<file path="src/rtl/mips_pipe_pkg.sv">
// Shared definitions for the MIPS pipeline control slice.
//   pipe_state_t      : stall sequencer FSM encoding (RUN, HAZ_STALL, MEM_WAIT)
//   *_DEFAULT         : default parameter values for pipeline_stall_sequencer
//   CNT_* / NUM_CNT   : indices of the performance counters in the counter bank
package mips_pipe_pkg;

  typedef enum logic [1:0] {
    RUN       = 2'd0,
    HAZ_STALL = 2'd1,
    MEM_WAIT  = 2'd2
  } pipe_state_t;

  localparam int CNT_W_DEFAULT     = 32;
  localparam int MAX_STALL_DEFAULT = 8;
  localparam int STALL_W_DEFAULT   = 4;

  // Counter bank layout
  localparam int NUM_CNT    = 3;
  localparam int CNT_STALL  = 0;  // cycles with control_flush
  localparam int CNT_MEMW   = 1;  // cycles with pipe_freeze
  localparam int CNT_BRANCH = 2;  // cycles with take_branch

endpackage

</file>
<file path="src/rtl/pipeline_stall_sequencer_sat_counter.sv">
// Saturating up-counter used for pipeline performance statistics.
// Ports:
//   clk   : rising-edge clock
//   reset : synchronous active-high reset, clears q
//   clr   : synchronous clear, wins over a same-cycle increment
//   inc   : count one event this cycle
//   q     : current count, sticks at all-ones instead of wrapping
module sat_counter #(
  parameter int W = 32
) (
  input  logic         clk,
  input  logic         reset,
  input  logic         clr,
  input  logic         inc,
  output logic [W-1:0] q
);

  logic [W-1:0] q_reg;
  logic [W-1:0] q_next;

  always_comb begin
    q_next = q_reg;
    if (clr) begin
      q_next = '0;
    end else if (inc && (q_reg != {W{1'b1}})) begin
      q_next = q_reg + 1'b1;
    end
  end

  always_ff @(posedge clk) begin
    if (reset) begin
      q_reg <= '0;
    end else begin
      q_reg <= q_next;
    end
  end

  assign q = q_reg;

endmodule

</file>
<file path="src/rtl/pipeline_stall_sequencer.sv">
// Stall / bubble / flush sequencer for the 5-stage MIPS pipeline.
// Consumes raw hazard flags, the ID-stage branch compare and the memory wait,
// and drives the pipeline register freeze/flush controls. Also keeps three
// saturating performance counters and a sticky stall watchdog.
// Ports:
//   clk, reset            : clock, synchronous active-high reset
//   hz_load_use           : load in ID_EX targets an IF_ID source register
//   hz_branch_dep         : ID branch operand still in flight (EX or MEM load)
//   branch, cmp_equal     : ID-stage branch and its comparator result
//   mem_busy              : memory not ready, freeze the whole pipeline
//   ctr_clear             : clear counters and stall_timeout
//   pc_freeze, IF_ID_freeze, control_flush, pipe_freeze,
//   take_branch, IF_ID_flush : Mealy control outputs (0 while reset)
//   stall_cycles, mem_wait_cycles, branch_taken_cnt : saturating counters
//   stall_timeout         : sticky, stall run reached MAX_STALL
module pipeline_stall_sequencer
  import mips_pipe_pkg::*;
#(
  parameter int CNT_W     = CNT_W_DEFAULT,
  parameter int MAX_STALL = MAX_STALL_DEFAULT,
  parameter int STALL_W   = STALL_W_DEFAULT
) (
  input  logic             clk,
  input  logic             reset,
  input  logic             hz_load_use,
  input  logic             hz_branch_dep,
  input  logic             branch,
  input  logic             cmp_equal,
  input  logic             mem_busy,
  input  logic             ctr_clear,
  output logic             pc_freeze,
  output logic             IF_ID_freeze,
  output logic             control_flush,
  output logic             pipe_freeze,
  output logic             take_branch,
  output logic             IF_ID_flush,
  output logic [CNT_W-1:0] stall_cycles,
  output logic [CNT_W-1:0] mem_wait_cycles,
  output logic [CNT_W-1:0] branch_taken_cnt,
  output logic             stall_timeout
);

  localparam logic [STALL_W-1:0] RUN_LAST = STALL_W'(MAX_STALL - 1);

  pipe_state_t        state_reg, state_next;
  pipe_state_t        ret_state_reg, ret_state_next;
  pipe_state_t        eval_state;
  logic [STALL_W-1:0] run_reg, run_next;
  logic               timeout_reg, timeout_next;
  logic               stall_hit;
  logic               hazard;

  // Ungated control decisions
  logic pc_freeze_c, if_id_freeze_c, control_flush_c;
  logic pipe_freeze_c, take_branch_c, if_id_flush_c;

  always_comb begin
    hazard          = hz_load_use | hz_branch_dep;
    // Once memory is ready again the cycle behaves as the state we left.
    eval_state      = (state_reg == MEM_WAIT) ? ret_state_reg : state_reg;

    state_next      = state_reg;
    ret_state_next  = ret_state_reg;
    run_next        = run_reg;
    stall_hit       = 1'b0;
    pc_freeze_c     = 1'b0;
    if_id_freeze_c  = 1'b0;
    control_flush_c = 1'b0;
    pipe_freeze_c   = 1'b0;
    take_branch_c   = 1'b0;
    if_id_flush_c   = 1'b0;

    if (mem_busy) begin
      pipe_freeze_c  = 1'b1;
      pc_freeze_c    = 1'b1;
      if_id_freeze_c = 1'b1;
      state_next     = MEM_WAIT;
      // Remember where to resume; the stall run count is frozen meanwhile.
      if (state_reg != MEM_WAIT) begin
        ret_state_next = state_reg;
      end
    end else begin
      case (eval_state)
        RUN, HAZ_STALL: begin
          if (hazard) begin
            // Branch operands are not final yet, so no branch decision here.
            pc_freeze_c     = 1'b1;
            if_id_freeze_c  = 1'b1;
            control_flush_c = 1'b1;
            state_next      = HAZ_STALL;
            if (run_reg != {STALL_W{1'b1}}) begin
              run_next = run_reg + 1'b1;
            end
            // Fires only on the step that reaches MAX_STALL, not every cycle after.
            stall_hit = (run_reg == RUN_LAST);
          end else begin
            take_branch_c = branch & cmp_equal;
            if_id_flush_c = branch & cmp_equal;
            state_next    = RUN;
            run_next      = '0;
          end
        end
        default: begin
          state_next = RUN;
          run_next   = '0;
        end
      endcase
    end

    timeout_next = ctr_clear ? 1'b0 : (timeout_reg | stall_hit);
  end

  always_ff @(posedge clk) begin
    if (reset) begin
      state_reg     <= RUN;
      ret_state_reg <= RUN;
      run_reg       <= '0;
      timeout_reg   <= 1'b0;
    end else begin
      state_reg     <= state_next;
      ret_state_reg <= ret_state_next;
      run_reg       <= run_next;
      timeout_reg   <= timeout_next;
    end
  end

  // Controls are forced low while reset is held so nothing leaks into the pipe.
  assign pc_freeze     = ~reset & pc_freeze_c;
  assign IF_ID_freeze  = ~reset & if_id_freeze_c;
  assign control_flush = ~reset & control_flush_c;
  assign pipe_freeze   = ~reset & pipe_freeze_c;
  assign take_branch   = ~reset & take_branch_c;
  assign IF_ID_flush   = ~reset & if_id_flush_c;
  assign stall_timeout = timeout_reg;

  // Performance counter bank
  logic [NUM_CNT-1:0] cnt_inc;
  logic [CNT_W-1:0]   cnt_q [NUM_CNT];

  always_comb begin
    cnt_inc             = '0;
    cnt_inc[CNT_STALL]  = control_flush;
    cnt_inc[CNT_MEMW]   = pipe_freeze;
    cnt_inc[CNT_BRANCH] = take_branch;
  end

  genvar gi;
  generate
    for (gi = 0; gi < NUM_CNT; gi++) begin : g_cnt
      sat_counter #(.W(CNT_W)) u_cnt (
        .clk   (clk),
        .reset (reset),
        .clr   (ctr_clear),
        .inc   (cnt_inc[gi]),
        .q     (cnt_q[gi])
      );
    end
  endgenerate

  assign stall_cycles     = cnt_q[CNT_STALL];
  assign mem_wait_cycles  = cnt_q[CNT_MEMW];
  assign branch_taken_cnt = cnt_q[CNT_BRANCH];

endmodule

</file>
<file path="config.mk">
export PLATFORM = sky130hd
export DESIGN_NAME = pipeline_stall_sequencer
export DESIGN_NICKNAME = d
export VERILOG_FILES = /design/src/rtl/mips_pipe_pkg.sv /design/src/rtl/pipeline_stall_sequencer_sat_counter.sv /design/src/rtl/pipeline_stall_sequencer.sv
export SDC_FILE = /design/constraint.sdc
export NUM_CORES = 1
export LEC_CHECK = 0
export ABC_AREA = 0
export BUFFER_PORTS_ARGS = -buffer_cell sky130_fd_sc_hd__buf_2
export CAP_MARGIN = 15
export CORE_ASPECT_RATIO = 0.7
export CORE_UTILIZATION = 30
export CTS_BUF_LIST = sky130_fd_sc_hd__clkbuf_4
export CTS_CLUSTER_DIAMETER = 50
export CTS_CLUSTER_SIZE = 20
export DETAILED_ROUTE_END_ITERATION = 8
export PLACE_DENSITY_LB_ADDON = 0.3
export SLEW_MARGIN = 20
export SYNTH_ARGS = -nofsm -noshare
export SYNTH_HDL_FRONTEND = slang
export SYNTH_SLANG_ARGS = --single-unit
</file>
<file path="constraint.sdc">
create_clock -name clk -period 2.4 [get_ports clk]
set_input_delay 0.12 -clock clk [delete_from_list [all_inputs] [get_ports clk]]
set_output_delay 0.12 -clock clk [all_outputs]
set_load 0.02 [all_outputs]
</file>
==> results of run 1 <==
-- metal layers --
layer	wire length, um	vias up
met2	6030	166
li1	-	2754
met1	8450	2562
met4	190	0
met3	884	15
met5	0	-
-- placed cells by master, fill, tap and decap left out, types with 2 or more instances in the layout --
cell type and n:
clkinv_2 2, nor4_2 3, nand3_1 41, xnor2_1 2, o31a_1 3, nor4_1 11, and3_1 9, o21a_1 3
a21oi_1 56, or2_2 5, o311ai_0 8, inv_1 19, a31o_2 2, buf_2 110, o31ai_1 28, or3_1 44
buf_4 43, dfxtp_1 104, o21ai_0 27, nand2b_1 2, nand4_1 36, xor2_1 5, nor2_1 29, nand2_1 66
or4_4 2, mux2i_1 12, clkbuf_4 10, o211ai_1 15, nor3_1 13, ha_1 4, or4_1 40, o41ai_1 7
-- cell families (layout without fill, tap and decap cells) --
group	Yosys count	count (layout)	share of synthesized area, %
muxes	12	12	2.26
and+or+nand+nor	312	312	33.2
DFF	104	104	39.2
adders and majority gates	4	4	0.942
AOI/OAI and AO/OA	154	154	18.5
buffers and inverters	56	191	4.80
xor gates and xnor gates	7	7	1.15
-- per-stage QoR --
| step | hold WS (ns) | instance area [um2] | setup WS [ns] | util (%) | std cells |
|---|---|---|---|---|---|
| 3_3_place_gp | 0.468 | 6320 | 0.255 | 36.6 | 998 |
| 4_1_cts | 0.0228 | 6470 | 0.188 | 37.5 | 1015 |
| 6_report | 0.0748 | 6470 | 0.196 | 37.5 | 1015 |
| 2_1_floorplan | 0.291 | 5320 | 0.179 | - | 649 |
| 5_1_grt | 0.0684 | 6470 | 0.00251 | 37.5 | 1015 |
| 3_5_place_dp | 0.467 | 6320 | 0.210 | 36.6 | 998 |
-- worst paths after layout --
| check | start | end | slack [ns] | cells after the start |
|---|---|---|---|---|
| worst max register to register | g_cnt[0].u_cnt.q[17] | g_cnt[0].u_cnt.q[11] | 0.20 | 6 |
| worst min register to register | g_cnt[0].u_cnt.q[31] | g_cnt[0].u_cnt.q[31] | 0.50 | 2 |
| worst min-delay path | reset | run_reg[3] | 0.07 | 3 |
| worst max-delay path | g_cnt[0].u_cnt.q[17] | g_cnt[0].u_cnt.q[11] | 0.20 | 6 |
-- cell type report --
class / count / area, um2
Clock inverter: 6 / 60.1
Inverter: 20 / 75.1
Multi-Input combinational cell: 489 / 2990
Timing Repair Buffer: 155 / 903
Clock buffer: 10 / 75.1
Tap cell: 231 / 289
Sequential cell: 104 / 2080
Fill cell: 1828 / 10800
-- synth_stat cells, types with 7 or more instances --
cell type,number
o31ai_1,28
o211ai_1,15
nor2_1,30
or4_1,40
or3_1,44
inv_1,19
o311ai_0,8
nand2_1,66
nand3_1,41
nand4_1,36
and3_1,9
dfxtp_1,104
nor4_1,11
clkbuf_1,23
o41ai_1,7
mux2i_1,12
o21ai_0,27
a21oi_1,56
nor3_1,13
-- power groups by stage --
stage	combinational (mW)	sequential, mW	clock [mW]
2_1_floorplan	0.0876	1.78	0
3_3_place_gp	0.147	1.78	0
3_5_place_dp	0.147	1.78	0
4_1_cts	0.148	1.74	0.999
5_1_grt	0.163	1.74	1.05
6_report	0.148	1.74	0.951
-- tightest hold or removal path, cell delays in order --
cell,delay (ns)
buf_2,0.14
o21bai_1,0.21
nor2_1,0.06
==> flow_summary.yaml, run 1 <==
outcome:
  status: "finished clean"
cells_and_area:
  largest_reg_flops: 96
  final_nets: 791
  drive_gt1_share_pct: 23.9
  antenna_cells: 0
  syn_to_final_growth_pct: 21.7
global_routing:
  grtUsageMet1_pct: 26.4
  grt_pass1_wl_mm: 25.4
  grt_use_met2_pct: 23.2
  grt_max_degree: 42
  grt-ovfl-total: 0
  grt_use_met3_pct: 4.11
  grt_use_total_pct: 17.3
  grt_pass1_vias: 4755
  antenna_found_initial: 0
  grt_busiest_layer: "met1"
routing:
  dr_total_vias: 5497
  viasPerCell: 5.42
  drtIter0Drc: 515
  post_drt_wl_per_cell_um: 15.3
  dr.pass1.iters: 5
  drc_errors: 0
  routed_wl_mm: 15.5
  ant_nets: 0
clock_network:
  path_clk_slew_ns: 0.16
  cts_resized: 0
  cts_tree: "built"
  cts_hold_buffers: 1
  clk_latency_ns: 0.50
  root_buffer: "clkbuf_4"
  postCtsSetupRepairBufs: 0
  numCtsBuffers: 9
  clk_path_buf_depth: 2
  clock_sinks: 104
  htreeDepth: 3
floorplan:
  die_x_um: 161
  rows: 40
  die_h_um: 113
  dieArea_um2: 18300
  core_area_um2: 17300
  io_pins: 111
  initial_core_util_pct: 30.8
power:
  intPower_mw: 2.10
  pwr-share-seq_pct: 61.3
  powerDensity_nw_per_um2: 439
  p_total_mw: 2.84
  irDropWorstVdd_v: 0.000199
  power_frac_comb_pct: 5.2
  switching_power_mw: 0.734
  total_leakage_power_nw: 2.34
  switching_share_pct: 25.9
  power_frac_clock_pct: 33.5
setup_path:
  crit_path_end_kind: "flip-flop"
  cp-start-kind: "flip-flop"
  cp_slowest_stage_delay_ns: 0.63
  cp_top_family: "simple AND/OR/NAND/NOR gates"
  path_max_fanout: 26
  slowest_stage: "or4_4"
  worstPathRequired_ns: 2.79
  crit_path_cell_trace: "nand4_1 -> or4_4 -> nor4_4 -> buf_4 -> nor4_1 -> mux2i_1"
  crit_arrival_ns: 2.59
  critPathBufInv: 1
  critPathKind: "flip-flop to flip-flop"
sta:
  timing.fmax_mhz: 454
  finalCritPeriodShare_pct: 91.8
  rsz0062_at_grt: "no"
  setup_viol: 0
  fin_tns_setup_ns: 0
  tightest_slew_ns: 0.627
  finalCriticalPeriod_ns: 2.20
  finClkSkew_ns: 0.0221
  slew_headroom_pct: 58.2
  maxSlewViolCount: 0
  finalHoldViolCount: 0
placement:
  port_buffers: 110
  finalWeightedCongestion: 0.819
  hpwl_mm: 11.0
synthesis:
  async_flop_share_pct: 0
  synth-seq-area-share_pct: 39.2
  synth_edf_count: 0
  synth.ff_latch_count: 104
  synth_top_area_share_pct: 39.2
  ys_warn_count: 0
  yosys-top-cells-area: "dfxtp_1 39%, or4_1 5.6%, a21oi_1 5.3%, or3_1 5.2%, nand2_1 4.7%"
  syn_inst: 649
  synth.cell_area_um2: 5320
  avgSynthCellArea_um2: 8.19
  synth_cell_types: 49
  synth-main-ff-cell: "dfxtp_1"
  synth_fp_nets: 661
  synth.largest_area_cell: "dfxtp_1"
min_path:
  hold_class: "input port to flip-flop"
job:
  maxCapViolCount: 0
Note: power is estimated with default switching activity, not from simulation.
==> inputs of run 2 (changes only) <==
CTS_BUF_LIST = default   (was sky130_fd_sc_hd__clkbuf_4)
==> run 2 against run 1 <==
Net effect: clock power grew 60%; design area up 2.4%; hold slack improved by 0.080 ns; register-to-register slack barely moved; utilization is 0.89 points higher; non-clock buffer count shrank 1; critical endpoint unchanged; highest routed layer unchanged.
==> flow_summary.yaml, run 2 (same netlist as run 1, synthesis figures left out) <==
clock_network:
  cts_hold_buffers: 0
  clk_latency_ns: 0.35
  clock_sinks: 104
  clk_path_buf_depth: 2
  root_buffer: "clkbuf_16"
  path_clk_slew_ns: 0.07
  cts_tree: "built"
  htreeDepth: 3
  cts_resized: 0
  numCtsBuffers: 9
  postCtsSetupRepairBufs: 0
power:
  irDropWorstVdd_v: 0.000266
  total_leakage_power_nw: 2.41
  pwr-share-seq_pct: 51.1
  p_total_mw: 3.40
  power_frac_comb_pct: 4.3
  power_frac_clock_pct: 44.7
  switching_share_pct: 23.2
  intPower_mw: 2.61
  switching_power_mw: 0.788
  powerDensity_nw_per_um2: 513
global_routing:
  grt_pass1_vias: 4774
  grt_max_degree: 42
  grt-ovfl-total: 0
  grt_pass1_wl_mm: 25.4
  antenna_found_initial: 0
  grt_use_total_pct: 17.2
sta:
  fin_tns_setup_ns: 0
  setup_viol: 0
  rsz0062_at_grt: "no"
  finalHoldViolCount: 0
  finalCritPeriodShare_pct: 91.4
  timing.fmax_mhz: 456
  tightest_slew_ns: 0.623
  finalHoldWorstSlack_ns: 0.155
  slew_headroom_pct: 58.5
  finClkSkew_ns: 0.00623
  finalCriticalPeriod_ns: 2.19
  maxSlewViolCount: 0
cells_and_area:
  largest_reg_flops: 96
  antenna_cells: 0
  seq_area_um2: 2080
  multi_input_area_um2: 2990
  fillers: 1813
  drive_gt1_share_pct: 23.9
  fin_area_um2: 6620
  final_common_cell: "buf_2"
  syn_to_final_growth_pct: 24.6
  final_cell_mix: "110 x buf_2, 104 x dfxtp_1, 66 x nand2_1"
  fin_util_pct: 38.4
  final_nets: 790
floorplan:
  die_x_um: 161
  rows: 40
  core_area_um2: 17300
  initial_core_util_pct: 30.8
  die_h_um: 113
  dieArea_um2: 18300
  io_pins: 111
setup_path:
  critPathKind: "flip-flop to flip-flop"
  cp-start-kind: "flip-flop"
  worstPathRequired_ns: 2.63
  crit_arrival_ns: 2.42
  path_max_fanout: 26
  crit_path_end_kind: "flip-flop"
  reg2reg_slack_ns: 0.21
routing:
  viasPerCell: 5.42
  drc_errors: 0
  drtIter0Drc: 529
  ant_nets: 0
  dr_total_vias: 5500
  routed_wl_mm: 15.5
  dr.pass1.iters: 6
  post_drt_wl_per_cell_um: 15.3
placement:
  postPlaceCellArea_um2: 6320
  finalWeightedCongestion: 0.819
  port_buffers: 110
  hpwl_mm: 11.0
min_path:
  hold_class: "input port to flip-flop"
job:
  maxCapViolCount: 0
outcome:
  status: "finished clean"
[run 2: changes by cell type in the layout (fill, tap and decap cells not counted)]
cell,change
clkbuf_4,-10
clkbuf_16,+9
clkbuf_1,+1
clkbuf_8,+1
clkinv_1,-1
dlygate4sd3_1,-1
[run 2: stage by stage]
step / cells / worst slack [ns]
floorplan: 649 / 0.179
global placement: 998 / 0.255
detailed placement: 998 / 0.210
CTS: 1014 / 0.199
global route: 1014 / 0.0236
finish: 1014 / 0.205
[run 2: power by group through the flow]
stage,sequential (mW),clock [mW],combinational [mW]
6_report,1.74,1.52,0.146
3_5_place_dp,1.78,0,0.147
4_1_cts,1.74,1.57,0.147
3_3_place_gp,1.78,0,0.147
2_1_floorplan,1.78,0,0.0876
5_1_grt,1.74,1.63,0.161
[run 2: layout make-up]
cell class / count / area share (%)
inverter: 20 / 1.13
multi-input combinational: 489 / 45.1
clock inverter: 5 / 0.850
tap: 231 / 4.36
sequential: 104 / 31.4
clock buffer: 11 / 3.66
timing repair buffer: 154 / 13.5
[run 2: worst max-delay path, cell delays in order, from the launching register on]
cell     delay [ns]
dfxtp_1        0.41
nand4_1        0.20
or4_4          0.63
nor4_4         0.31
buf_4          0.29
nor4_1         0.11
mux2i_1        0.13
[run 2: path summary, 6_finish.rpt]
path                                           start                   end  cells past startpoint
worst max-delay path            g_cnt[0].u_cnt.q[17]  g_cnt[0].u_cnt.q[11]                      6
worst min-delay path                        mem_busy      ret_state_reg[1]                      3
worst max register to register  g_cnt[0].u_cnt.q[17]  g_cnt[0].u_cnt.q[11]                      6
worst min register to register         stall_timeout         stall_timeout                      2
[run 2: layer usage]
| layer | GRT usage (%) | vias up | part of all wire, % | routed length, um |
|---|---|---|---|---|
| met5 | 0 | - | 0 | 0 |
| met4 | 4.47 | 0 | 1.2 | 186 |
| met3 | 4.22 | 14 | 5.9 | 918 |
| met2 | 23.1 | 153 | 39 | 6020 |
| met1 | 26.5 | 2577 | 54 | 8370 |
| li1 | - | 2756 | - | - |
==> inputs of run 3 (changes only) <==
RECOVER_POWER = 25   (was default)
==> run 3 against run 2 <==
Net effect: design area shrank 0.94%; combinational power about the same; register-to-register slack about the same; critical path type unchanged; largest cell class unchanged; power barely moved; largest power group unchanged; clock power about the same; routed wire length grew 0.19%; cell count is the same; global-route usage unchanged; clock skew about the same.
==> flow_summary.yaml, run 3 (same netlist as run 1, synthesis figures left out) <==
job:
  maxCapViolCount: 0
floorplan:
  core_area_um2: 17300
  initial_core_util_pct: 30.8
  io_pins: 111
  dieArea_um2: 18300
  rows: 40
  die_h_um: 113
  die_x_um: 161
routing:
  ant_nets: 0
  drtIter0Drc: 533
  dr.pass1.iters: 5
  drc_errors: 0
  dr_total_vias: 5460
  routed_wl_mm: 15.5
  viasPerCell: 5.38
  post_drt_wl_per_cell_um: 15.3
sta:
  timing.fmax_mhz: 455
  rsz0062_at_grt: "no"
  setup_viol: 0
  finalCriticalPeriod_ns: 2.20
  finalCritPeriodShare_pct: 91.6
  finalHoldWorstSlack_ns: 0.157
  maxSlewViolCount: 0
  fin_ws_ns: 0.202
  fin_tns_setup_ns: 0
  finalHoldViolCount: 0
  finClkSkew_ns: 0.00613
  slew_headroom_pct: 58.3
  tightest_slew_ns: 0.626
cells_and_area:
  fin_cells: 1014
  final_nets: 790
  fin_area_um2: 6560
  syn_to_final_growth_pct: 23.4
  drive_gt1_share_pct: 17.5
  fin_util_pct: 38.0
  largest_reg_flops: 96
  antenna_cells: 0
  fillers: 1829
  final_common_cell: "dfxtp_1"
  final_cell_mix: "104 x dfxtp_1, 66 x nand2_1, 60 x buf_2"
clock_network:
  postCtsSetupRepairBufs: 0
  path_clk_slew_ns: 0.07
  clk_latency_ns: 0.35
  root_buffer: "clkbuf_16"
  numCtsBuffers: 9
  clk_path_buf_depth: 2
  htreeDepth: 3
  cts_tree: "built"
  cts_resized: 0
  cts_hold_buffers: 0
  clock_sinks: 104
global_routing:
  grt-ovfl-total: 0
  grt_use_total_pct: 17.2
  grt_max_degree: 42
  grt_pass1_wl_mm: 25.4
  grt_pass1_vias: 4774
  antenna_found_initial: 0
placement:
  hpwl_mm: 11.0
  postPlaceCellArea_um2: 6320
  port_buffers: 110
  finalWeightedCongestion: 0.819
  dpl_worst_slack_ns: 0.210
  dp_cells: 998
outcome:
  status: "finished clean"
setup_path:
  crit_path_cell_trace: "nand4_1 -> or4_4 -> nor4_4 -> buf_4 -> nor4_1 -> mux2i_1"
  cp-start-kind: "flip-flop"
  reg2reg_to: "g_cnt[0].u_cnt.q[11]"
  path_max_fanout: 26
  worstPathRequired_ns: 2.63
  cp_top_family: "simple AND/OR/NAND/NOR gates"
  reg2reg_from: "g_cnt[0].u_cnt.q[17]"
  rr_worst_depth: 6
  slowest_stage: "or4_4"
  critPathKind: "flip-flop to flip-flop"
  crit_arrival_ns: 2.42
  critPathBufInv: 1
  crit_path_end_kind: "flip-flop"
  cp_slowest_stage_delay_ns: 0.63
  reg2reg_slack_ns: 0.20
power:
  irDropWorstVdd_v: 0.000266
  total_leakage_power_nw: 2.19
  p_total_mw: 3.40
  powerDensity_nw_per_um2: 518
min_path:
  whs_path_depth: 3
  hold_class: "input port to flip-flop"
  hold_start: "mem_busy"
  whs_endpoint: "ret_state_reg[1]"
==> run 3: worst max path at each step <==
stage | from | end | cells after the start
2_1_floorplan | g_cnt[2].u_cnt.q[0] | g_cnt[2].u_cnt.q[15] | 8
3_3_place_gp | g_cnt[0].u_cnt.q[17] | g_cnt[0].u_cnt.q[4] | 6
3_5_place_dp | g_cnt[0].u_cnt.q[17] | g_cnt[0].u_cnt.q[11] | 6
4_1_cts | g_cnt[0].u_cnt.q[17] | g_cnt[0].u_cnt.q[11] | 6
5_1_grt | g_cnt[0].u_cnt.q[17] | g_cnt[0].u_cnt.q[11] | 6
6_report | g_cnt[0].u_cnt.q[17] | g_cnt[0].u_cnt.q[11] | 6
==> run 3: tightest hold or removal path, delay by kind of cell <==
family,cells,cell delay (ns)
buffers and inverters,1,0.14
and+or+nand+nor,1,0.05
AOI/OAI and AO/OA,1,0.15
==> run 3: layout make-up <==
cell class	instances	area (um2)	share of cell area, %
tap	231	289	4.41
multi-input combinational	489	2990	45.5
clock inverter	5	56.3	0.858
timing repair buffer	154	831	12.7
inverter	20	75.1	1.14
sequential	104	2080	31.7
clock buffer	11	243	3.70
==> run 3: power breakdown <==
part	switching [mW]	internal, mW	total [mW]	leakage (nW)
Combinational	0.102	0.0436	0.145	1.20
Clock	0.682	0.837	1.52	0.145
Sequential	0.00525	1.73	1.74	0.838
Total	0.789	2.61	3.40	2.19
==> run 3: routing by layer <==
| layer | up-vias | track usage, % | share of wire [%] |
|---|---|---|---|
| li1 | 2753 | - | - |
| met1 | 2543 | 26.5 | 54 |
| met2 | 150 | 23.1 | 39 |
| met3 | 14 | 4.22 | 5.9 |
| met4 | 0 | 4.47 | 1.2 |
| met5 | - | 0 | 0 |
